File: src/rtl/dht_pkg.sv
// dht_pkg: DHT11 bus constants, FSM state encoding and frame layout
// shared by the responder and the host controller.
package dht_pkg;

    typedef enum logic [2:0] {
        ST_IDLE,
        ST_HOST_LOW,
        ST_WAIT,
        ST_RESP_LOW,
        ST_RESP_HIGH,
        ST_BIT_LOW,
        ST_BIT_HIGH,
        ST_EOF_LOW
    } dht_state_t;

    localparam int DHT_TICKS_PER_US = 50;
    localparam int DHT_START_MIN_US = 18000;
    localparam int DHT_RESP_WAIT_US = 30;
    localparam int DHT_RESP_LOW_US  = 80;
    localparam int DHT_RESP_HIGH_US = 80;
    localparam int DHT_BIT_LOW_US   = 50;
    localparam int DHT_BIT0_HIGH_US = 27;
    localparam int DHT_BIT1_HIGH_US = 70;

    localparam int DHT_FRAME_W = 40;
    localparam int DHT_CNT_W   = 24;

    // Wire order, MSB first: HUM_INT, HUM_DEC, TEMP_INT, TEMP_DEC, checksum.
    function automatic logic [DHT_FRAME_W-1:0] dht_frame(
        input logic [7:0] hum_int,
        input logic [7:0] hum_dec,
        input logic [7:0] temp_int,
        input logic [7:0] temp_dec
    );
        logic [7:0] sum;
        sum = hum_int + hum_dec + temp_int + temp_dec;
        return {hum_int, hum_dec, temp_int, temp_dec, sum};
    endfunction

endpackage

File: src/rtl/dht_sync.sv
// dht_sync: 2-flop synchronizer for the bus line; resets to 1 so an idle
// (pulled-up) line never looks like a start request.
module dht_sync (
    input  logic clk_i,
    input  logic rst_i,
    input  logic d_i,
    output logic q_o
);

    logic meta_q;

    always_ff @(posedge clk_i or posedge rst_i) begin
        if (rst_i) {q_o, meta_q} <= 2'b11;
        else       {q_o, meta_q} <= {meta_q, d_i};
    end

endmodule

File: src/rtl/dht11_responder.sv
// dht11_responder: DHT11 sensor emulator; detects a host start pulse and
// answers with the presence pulse and a 40-bit payload+checksum frame.
module dht11_responder
    import dht_pkg::*;
#(
    parameter int TICKS_PER_US = DHT_TICKS_PER_US,
    parameter int START_MIN_US = DHT_START_MIN_US,
    parameter int RESP_WAIT_US = DHT_RESP_WAIT_US,
    parameter int RESP_LOW_US  = DHT_RESP_LOW_US,
    parameter int RESP_HIGH_US = DHT_RESP_HIGH_US,
    parameter int BIT_LOW_US   = DHT_BIT_LOW_US,
    parameter int BIT0_HIGH_US = DHT_BIT0_HIGH_US,
    parameter int BIT1_HIGH_US = DHT_BIT1_HIGH_US
) (
    input  logic       clk_i,
    input  logic       rst_i,
    input  logic       read_i,
    input  logic [7:0] hum_int_i,
    input  logic [7:0] hum_dec_i,
    input  logic [7:0] temp_int_i,
    input  logic [7:0] temp_dec_i,
    output logic       dir_o,
    output logic       send_o,
    output logic       busy_o,
    output logic       done_o
);

    typedef logic [DHT_CNT_W-1:0] cnt_t;

    // The IDLE cycle that sees the first low is not counted in HOST_LOW,
    // hence the -1 on the start threshold. Phase loads are duration-1.
    localparam cnt_t C_START  = cnt_t'(START_MIN_US * TICKS_PER_US - 1);
    localparam cnt_t C_WAIT   = cnt_t'(RESP_WAIT_US * TICKS_PER_US - 1);
    localparam cnt_t C_RLOW   = cnt_t'(RESP_LOW_US  * TICKS_PER_US - 1);
    localparam cnt_t C_RHIGH  = cnt_t'(RESP_HIGH_US * TICKS_PER_US - 1);
    localparam cnt_t C_BLOW   = cnt_t'(BIT_LOW_US   * TICKS_PER_US - 1);
    localparam cnt_t C_B0     = cnt_t'(BIT0_HIGH_US * TICKS_PER_US - 1);
    localparam cnt_t C_B1     = cnt_t'(BIT1_HIGH_US * TICKS_PER_US - 1);
    localparam cnt_t CNT_ONE  = cnt_t'(1);
    localparam logic [5:0] LAST_BIT = 6'(DHT_FRAME_W - 1);

    logic                   rd;
    dht_state_t             state_q;
    cnt_t                   cnt_q;
    logic [DHT_FRAME_W-1:0] sr_q;
    logic [5:0]             bit_q;
    logic                   dir_q, busy_q, done_q;

    dht_sync u_sync (
        .clk_i (clk_i),
        .rst_i (rst_i),
        .d_i   (read_i),
        .q_o   (rd)
    );

    assign dir_o  = dir_q;
    assign send_o = 1'b0;
    assign busy_o = busy_q;
    assign done_o = done_q;

    always_ff @(posedge clk_i or posedge rst_i) begin
        if (rst_i) begin
            state_q <= ST_IDLE;
            cnt_q   <= '0;
            sr_q    <= '0;
            bit_q   <= '0;
            dir_q   <= 1'b0;
            busy_q  <= 1'b0;
            done_q  <= 1'b0;
        end else begin
            done_q <= 1'b0;
            case (state_q)
                ST_IDLE: begin
                    if (!rd) begin
                        state_q <= ST_HOST_LOW;
                        cnt_q   <= '0;
                    end
                end
                ST_HOST_LOW: begin
                    if (!rd) begin
                        if (~&cnt_q) cnt_q <= cnt_q + CNT_ONE;
                    end else if (cnt_q >= C_START) begin
                        state_q <= ST_WAIT;
                        cnt_q   <= C_WAIT;
                        sr_q    <= dht_frame(hum_int_i, hum_dec_i, temp_int_i, temp_dec_i);
                        bit_q   <= '0;
                        busy_q  <= 1'b1;
                    end else begin
                        state_q <= ST_IDLE;
                    end
                end
                default: begin
                    if (cnt_q != '0) begin
                        cnt_q <= cnt_q - CNT_ONE;
                    end else begin
                        case (state_q)
                            ST_WAIT: begin
                                state_q <= ST_RESP_LOW;
                                cnt_q   <= C_RLOW;
                                dir_q   <= 1'b1;
                            end
                            ST_RESP_LOW: begin
                                state_q <= ST_RESP_HIGH;
                                cnt_q   <= C_RHIGH;
                                dir_q   <= 1'b0;
                            end
                            ST_RESP_HIGH: begin
                                state_q <= ST_BIT_LOW;
                                cnt_q   <= C_BLOW;
                                dir_q   <= 1'b1;
                            end
                            ST_BIT_LOW: begin
                                state_q <= ST_BIT_HIGH;
                                cnt_q   <= sr_q[DHT_FRAME_W-1] ? C_B1 : C_B0;
                                dir_q   <= 1'b0;
                            end
                            ST_BIT_HIGH: begin
                                state_q <= (bit_q == LAST_BIT) ? ST_EOF_LOW : ST_BIT_LOW;
                                cnt_q   <= C_BLOW;
                                sr_q    <= sr_q << 1;
                                bit_q   <= bit_q + 6'd1;
                                dir_q   <= 1'b1;
                            end
                            ST_EOF_LOW: begin
                                state_q <= ST_IDLE;
                                dir_q   <= 1'b0;
                                busy_q  <= 1'b0;
                                done_q  <= 1'b1;
                            end
                            default: begin
                                state_q <= ST_IDLE;
                                dir_q   <= 1'b0;
                                busy_q  <= 1'b0;
                            end
                        endcase
                    end
                end
            endcase
        end
    end

endmodule

File: config.mk
export PLATFORM = sky130hd
export DESIGN_NAME = dht11_responder
export DESIGN_NICKNAME = d
export VERILOG_FILES = /design/src/rtl/dht_pkg.sv /design/src/rtl/dht_sync.sv /design/src/rtl/dht11_responder.sv
export SDC_FILE = /design/constraint.sdc
export NUM_CORES = 1
export LEC_CHECK = 0
export ABC_AREA = 1
export BUFFER_PORTS_ARGS = -buffer_cell sky130_fd_sc_hd__buf_2
export CAP_MARGIN = 10
export CORE_UTILIZATION = 55
export CTS_CLUSTER_DIAMETER = 200
export DETAILED_ROUTE_END_ITERATION = 10
export PLACE_DENSITY = 0.78
export SLEW_MARGIN = 10
export SYNTH_ARGS = -nofsm -noshare
export SYNTH_HDL_FRONTEND = slang
export SYNTH_HIERARCHICAL = 1
export SYNTH_SLANG_ARGS = --single-unit
File: constraint.sdc
create_clock -name clk_i -period 2.4 [get_ports clk_i]
set_clock_uncertainty 0.05 [all_clocks]
set_input_delay 0.24 -clock clk_i [delete_from_list [all_inputs] [get_ports clk_i]]
set_output_delay 0.24 -clock clk_i [all_outputs]
set_load 0.005 [all_outputs]
==> results of run 1 <==
## cell usage after synthesis, drive strengths merged (2+ instances only)
master,instances,area (sq um)
nand2,338,1300
inv,107,402
nor2,101,509
o21ai,91,504
nand3,78,488
dfrtp,76,1900
buf,37,244
nand4,25,156
xor2,20,175
fa,14,280
a21oi,12,75.1
ha,11,138
mux2i,9,90.1
clkbuf,6,23.8
nand3b,5,37.5
nor3,3,15.0
or2,3,18.8
a31oi,2,12.5
dfstp,2,52.6
## worst reg2reg max path, stage by stage, from the launching register on
cell,delay (ps)
dfrtp_1,440
ha_1,270
nand2_4,130
inv_2,60
nand2_2,90
nand2_1,60
nand2_1,110
nor2_4,40
nor2_4,190
nand2_2,130
nand3_4,180
clkinvlp_4,190
nand2_1,100
nand2_1,60
## repair_timing
| item | 4_1_cts | 5_1_grt |
|---|---|---|
| endpoints found under the setup margin | 3 | 8 |
| endpoints found under the hold margin | 79 | 0 |
| pin swaps | 8 | 21 |
| hold buffers | 2 | 0 |
| buffers inserted | 1 | 3 |
| gates cloned | 0 | 1 |
| gates resized for setup | 5 | 17 |
## final cells by class
class                           count  area (sq um)
Fill cell                        1007          3970
Clock inverter                      5          83.8
Inverter                          108           420
Tap cell                          143           179
Sequential cell                    78          1950
Timing Repair Buffer               92           686
Clock buffer                       11           233
Multi-Input combinational cell    719          3940
## path summary, 6_finish.rpt
path                                from         end  slack, ps  depth (start not counted)
max                        temp_int_i[1]     sr_q[7]       -110                         17
min                         hum_int_i[0]    sr_q[32]        170                          3
max reg2reg                     cnt_q[0]     sr_q[6]        180                         13
min reg2reg                u_sync/meta_q  u_sync/q_o        320                          0
max in group asynchronous          rst_i   cnt_q[13]       1450                          4
min in group asynchronous          rst_i  u_sync/q_o        480                          3
## cells by family (layout without fill, tap and decap cells)
group / count (synthesis) / in the layout / share of synthesized area (%)
and+or+nand+nor: 554 / 555 / 39.1
buffers and inverters: 151 / 216 / 10.4
AOI/OAI and AO/OA: 108 / 108 / 9.53
DFF: 78 / 78 / 30.2
adders and majority gates: 25 / 25 / 6.45
xor gates and xnor gates: 21 / 21 / 2.84
muxes: 9 / 9 / 1.39
other: 1 / 1 / 0.0579
## power by group
| part | internal, mW | switching, mW | total [mW] |
|---|---|---|---|
| clock network | 0.914 | 0.585 | 1.50 |
| logic | 1.37 | 2.21 | 3.58 |
| registers | 1.75 | 0.375 | 2.13 |
## metal layers
layer / track usage [%] / up-vias / share of wire (%)
li1: - / 3104 / -
met1: 35.7 / 2897 / 42
met5: 0 / - / 0
met4: 13.5 / 0 / 3.5
met3: 5.49 / 41 / 5.0
met2: 49.6 / 196 / 49
## metrics by stage
stage                     setup slack (ps)  hold slack (ps)  power, mW
after floorplan                       -164              102       4.67
after global placement                -402              233       5.44
after detailed placement              -480              257       5.56
after CTS                            -83.1              172       7.11
after global routing                  -212              207       7.75
final                                 -111              175       7.21
## flip-flops by register name (all words and copies together) (netlist names)
signal	flops
u_sync/meta_q	1
state_q	3
done_o	1
bit_q	6
sr_q	40
busy_o	1
dir_o	1
cnt_q	24
u_sync/q_o	1
==> summary.txt, run 1 <==
Run status
  – Outcome: finished with violations
  – Failing checks: setup timing

Layout
  – Layout Utilization: about 65%
  – Commonest non-fill, non-tap cell in the layout: nand2_1
  – Final Non-Filler Cells: 1156
  – Post-route cell area: 0.00749 sq mm
  – Commonest non-fill, non-tap cells in the layout: nand2_1 (324), inv_1 (91), nor2_1 (80), dfrtp_1 (76), nand3_1 (62)
  – Share of cells above drive strength 1: 19.5%
  – Diodes inserted: 0
  – Final #Nets: 1068
  – Area grow syn2layout: 15.7%

Worst hold path
  – Hold Path Class: input pin to flip-flop

GRT
  – Global-route wire length before repair: 28.6 mm
  – Largest net degree at the start of global routing: 77
  – Initial antenna violation count: 0
  – Total congestion overflow: 0
  – GR Util All Layers: between 20% and 30%
  – Number of global-route vias before repair: 6019

Synthesis
  – Synth async-reset ratio: between 90% and 100%
  – Synth Net Count: 1007
  – Cell Area, Synth: 0.00647 sq mm
  – YS warnings: 6
  – Synth unique cells: 42
  – Syn avg cell area: 6.84 sq um
  – Cells after Synth: 947
  – Primary FF master, synth: dfrtp_1
  – Synthesis-stage register bit count: 78
  – EDFF count, synth: 0
  – Register area share after synthesis: 30.2%

Detailed routing
  – DRT antenna net count: 0
  – DRT Wirelength: 17.0 mm
  – Vias per cell: ~5.4
  – Pre-antenna DRT Iters: 6
  – Routed WL per cell: 14.7 microns
  – Vias: 6238
  – Drc violations: 0
  – Initial drt markers: between 300 and 400

Clocking
  – CTS tree: done
  – H-tree depth: 3
  – Clock-pin slew of the registers on the worst-case setup and hold paths: approximately 60 ps
  – Clock Path Buffers: 2
  – Clock latency on the worst-skew pair: 350 ps
  – CTS Sinks: 78
  – Clk root buf: clkbuf_16
  – Cts bufs inserted: 9

Setup path
  – Crit start category: input pin
  – Worst Path Arrival: 2750 ps
  – Crit path buf inv count: 6
  – CP max FO: 3
  – Most used cell, CP: inv_2
  – Delay-heaviest family, CP: adder cells
  – CP Cell Sequence: buf_8 -> inv_8 -> fa_1 -> inv_2 -> fa_1 -> ha_2 -> inv_2 -> fa_2 -> inv_2 -> nand4_1 -> nand3_2 -> inv_2 -> nand2_2 -> nand3_2 -> nand2_2 -> nand2_1 -> nand2_1
  – Slowest CP cell: fa_1
  – Crit Path Category: input pin to flip-flop
  – Required @ worst endpoint: ~2600 ps
  – CP Capture Type: flip-flop
  – Worst path max stage delay: 560 ps

Place
  – GPL Wtd Cong: 0.951
  – Area of placed instances: 0.00707 sq mm
  – DP HPWL: 12.5 mm
  – Placed cell count: 1135
  – I/O Buffers: 37

Floorplan
  – I/O pin count: 39
  – Initial Utilization: 56.5%
  – Die X: 111 microns
  – Die H: between 100 and 150 microns
  – Core Region: 0.0115 sq mm
  – Full die area: 0.0122 sq mm
  – # rows: 39

STA
  – Endpoints failing setup: 3
  – F_max: 0.398 GHz
  – Fin Setup TNS: -181 ps
  – Period utilisation layout: 105%
  – Final Max Tran Viols: 0
  – Tmin final: 2510 ps
  – Final hold vios: 0
  – RSZ-0062 raised after global routing: true
  – Final setup margin: -111 ps

Power
  – Power Dens Cells: 962 mW/mm^2
  – LEAKAGE: approximately 4 nW
  – Maximum VDD drop: between 500 and 600 uV

Flow run
  – Max-Cap Viols: 0
Note: power is estimated with default switching activity, not from simulation.
==> inputs of run 2 (changes only) <==
- CTS_BUF_LIST: default -> sky130_fd_sc_hd__clkbuf_16
- REMOVE_ABC_BUFFERS: default -> 1
==> run 2 against run 1 <==
The flow still finishes with violations (setup timing). Setup slack better by 81 ps. Hold slack better by 3.1 ps. Core utilization down 1.4 points. Fmax up 3.3%. Final cell count down 1.2%. Non-clock buffer count down 13. Count of clock-buffer cells in the layout down 2. Cell area down 2.2%. Total power down 2.9%. Clock power down 5%. Critical endpoint unchanged. Largest power group unchanged.
==> summary.txt, run 2 (synthesized netlist as in run 1, its figures left out) <==
Layout
  – Register area: 0.00195 sq mm (unchanged)
  – Area grow syn2layout: 13.2%
  – Diodes inserted: 0 (unchanged)
  – Share of cells above drive strength 1: 17.6% (-1.9 points)
  – Commonest non-fill, non-tap cell in the layout: nand2_1
  – Largest regs: sr_q: 40 flops, cnt_q: 24 flops, bit_q: 6 flops
  – Area of the multi-input gates: 0.00391 sq mm (-0.70%)
  – Largest register by flop count: sr_q
  – Max FFs per register: 40 (unchanged)
  – Commonest non-fill, non-tap cells in the layout: nand2_1 (326), inv_1 (95), nor2_1 (80), dfrtp_1 (76), nand3_1 (65)
  – Fillers: 998 (-0.89%)
  – Final #Nets: 1054 (-1.3%)

Clocking
  – Clock latency on the worst-skew pair: 350 ps (about the same)
  – Cts bufs inserted: 9 (unchanged)
  – CTS tree: done
  – CTS Sinks: 78 (unchanged)
  – Clock Path Buffers: 2 (unchanged)
  – Clk root buf: clkbuf_16
  – Clock-pin slew of the registers on the worst-case setup and hold paths: 70 ps (about the same)
  – H-tree depth: 3 (unchanged)

STA
  – Final Max Tran Viols: 0 (unchanged)
  – Final setup margin: -29.4 ps (+81.2 ps)
  – RSZ-0062 raised after global routing: true
  – F_max: 0.412 GHz (+3.3%)
  – Period utilisation layout: 101% (-3.4 points)
  – Final hold vios: 0 (unchanged)
  – Endpoints failing setup: 1 (-2)
  – Fin Setup TNS: -29.4 ps (+152 ps)
  – Slew headroom: 65.3%
  – Worst slew pin tran: 521 ps
  – Tmin final: 2430 ps (-81.2 ps)

Setup path
  – Delay-heaviest family, CP: adder cells
  – R2R setup slack: 130 ps (-50 ps)
  – CP Cell Sequence: buf_6 -> inv_4 -> fa_1 -> inv_2 -> fa_1 -> ha_2 -> inv_2 -> fa_2 -> inv_1 -> nand4_1 -> nand3_2 -> nand3_1 -> nand3_1 -> nand2_1 -> nand2_1 -> nand2_1
  – CP max FO: 3 (unchanged)
  – Crit path buf inv count: 5 (-1)
  – CP Capture Type: flip-flop
  – Worst path max stage delay: 570 ps (about the same)
  – Required @ worst endpoint: 2600 ps (-40 ps)
  – R2R Path End: bit_q[3]
  – Slowest CP cell: fa_1
  – Most used cell, CP: nand2_1
  – Worst r2r path cells: 13 (unchanged)
  – Crit Path Category: input pin to flip-flop
  – Worst r2r src: cnt_q[0]
  – Worst Path Arrival: 2630 ps (-120 ps)
  – Crit start category: input pin

Floorplan
  – Initial Utilization: 56.5% (unchanged)
  – Core Region: 0.0115 sq mm (unchanged)
  – I/O pin count: 39 (unchanged)
  – # rows: 39 (unchanged)
  – Die X: 111 microns (unchanged)
  – Die H: 111 microns (unchanged)
  – Full die area: 0.0122 sq mm (unchanged)

GRT
  – Initial antenna violation count: 0 (unchanged)
  – Largest net degree at the start of global routing: 50 (-35%)
  – Met1 usage: 41.4% (+5.8 points)
  – Busiest grt layer: met2
  – Total congestion overflow: 0 (unchanged)
  – GR Util All Layers: 28.4% (-0.79 points)
  – Met3 Use GR: 3.35% (-2.1 points)
  – Global-route wire length before repair: 28.0 mm (-2.2%)
  – Met2 Use GR: 43.4% (-6.1 points)
  – Number of global-route vias before repair: 5757 (-4.4%)

Detailed routing
  – Vias per cell: 5.41 (+0.19%)
  – Initial drt markers: 465 (+28%)
  – Routed WL per cell: 14.3 microns (-3.0%)
  – Pre-antenna DRT Iters: 5 (-1)
  – DRT antenna net count: 0 (unchanged)
  – DRT Wirelength: 16.3 mm (-4.2%)
  – Drc violations: 0 (unchanged)
  – Vias: 6174 (-1.0%)

Run status
  – Failing checks: setup timing
  – Outcome: finished with violations

Place
  – DP HPWL: 12.1 mm (-3.0%)
  – I/O Buffers: 37 (unchanged)
  – GPL Wtd Cong: 0.953 (+0.16%)

Power
  – LEAKAGE: 3.85 nW (-1.7%)
  – Maximum VDD drop: 563 uV (-5.9%)
  – Total Power: 7.00 mW (-2.9%)
  – Power Dens Cells: 954 mW/mm^2 (-0.77%)

Worst hold path
  – Critical hold path startpoint: temp_int_i[0]
  – Hold Path Class: input pin to flip-flop
  – WHS Path Cells: 3 (unchanged)
  – Worst Hold Path EP: sr_q[16]

Flow run
  – Max-Cap Viols: 0 (unchanged)
-- run 2: cell types whose count changed in the layout (fill, tap and decap cells not counted), moves of 3 or more --
cell / previous run / this run
buf_4: 47 / 35
inv_1: 91 / 95
inv_2: 13 / 10
nand3_1: 62 / 65
nand3_2: 12 / 8
-- run 2: metrics by stage --
| step | hold slack, ps | std cells | instance area (sq um) | util, % | worst slack [ps] |
|---|---|---|---|---|---|
| after floorplan | 102 | 904 | 6210 | - | -659 |
| final | 178 | 1142 | 7330 | 63.9 | -29.4 |
| after CTS | 175 | 1140 | 7260 | 63.3 | -19.9 |
| after global routing | 205 | 1142 | 7330 | 63.9 | -157 |
| after global placement | 232 | 1121 | 6900 | 60.2 | -406 |
| after detailed placement | 237 | 1121 | 6900 | 60.2 | -473 |
-- run 2: worst max path at each step --
| stage | startpoint | endpoint | slack, ps | depth (start not counted) |
|---|---|---|---|---|
| finish | temp_int_i[1] | sr_q[7] | -30 | 16 |
| global route | hum_dec_i[1] | sr_q[7] | -160 | 16 |
| CTS | temp_int_i[1] | sr_q[7] | -20 | 16 |
| detailed placement | hum_int_i[1] | sr_q[7] | -470 | 16 |
| global placement | hum_int_i[1] | sr_q[7] | -410 | 16 |
| floorplan | state_q[2] | bit_q[3] | -660 | 8 |
-- run 2: final cells by class --
class,instances,share of cell area (%)
clock inverters,7,1.09
flip-flops and latches,78,26.7
clock buffers,9,3.07
multi-input cells,718,53.3
repair buffers,79,7.83
inverters,108,5.58
well taps,143,2.44
-- run 2: repair_timing --
action / 4_1_cts / 5_1_grt
resized for setup: 11 / 5
hold buffers: 2 / 0
endpoints found under the hold margin: 30 / 0
pin swaps: 7 / 5
setup buffers: 1 / 2
setup endpoints to repair: 4 / 6
-- run 2: metal layers --
metal | up-vias | wire (microns)
met4 | 0 | 330
met2 | 229 | 7180
met1 | 2830 | 7750
li1 | 3088 | -
met5 | - | 0
met3 | 27 | 1080
-- run 2: worst register-to-register path, stage by stage (launching register included) --
cell      delay (ps)
dfrtp_1          450
ha_1             270
nand2_4          130
inv_2             70
nand2_2           80
nand2_1           60
nand2_1          120
nor2_4            40
nor2_4           210
nand2_2          110
nand3_4          180
clkinv_1         210
nand2_1          120
nand2_1           70
-- run 2: power breakdown --
part           internal (mW)  leakage, nW  switching (mW)  total [mW]
logic                   1.30         2.71            2.14        3.44
registers               1.75        0.996           0.380        2.13
clock network          0.820        0.148           0.609        1.43
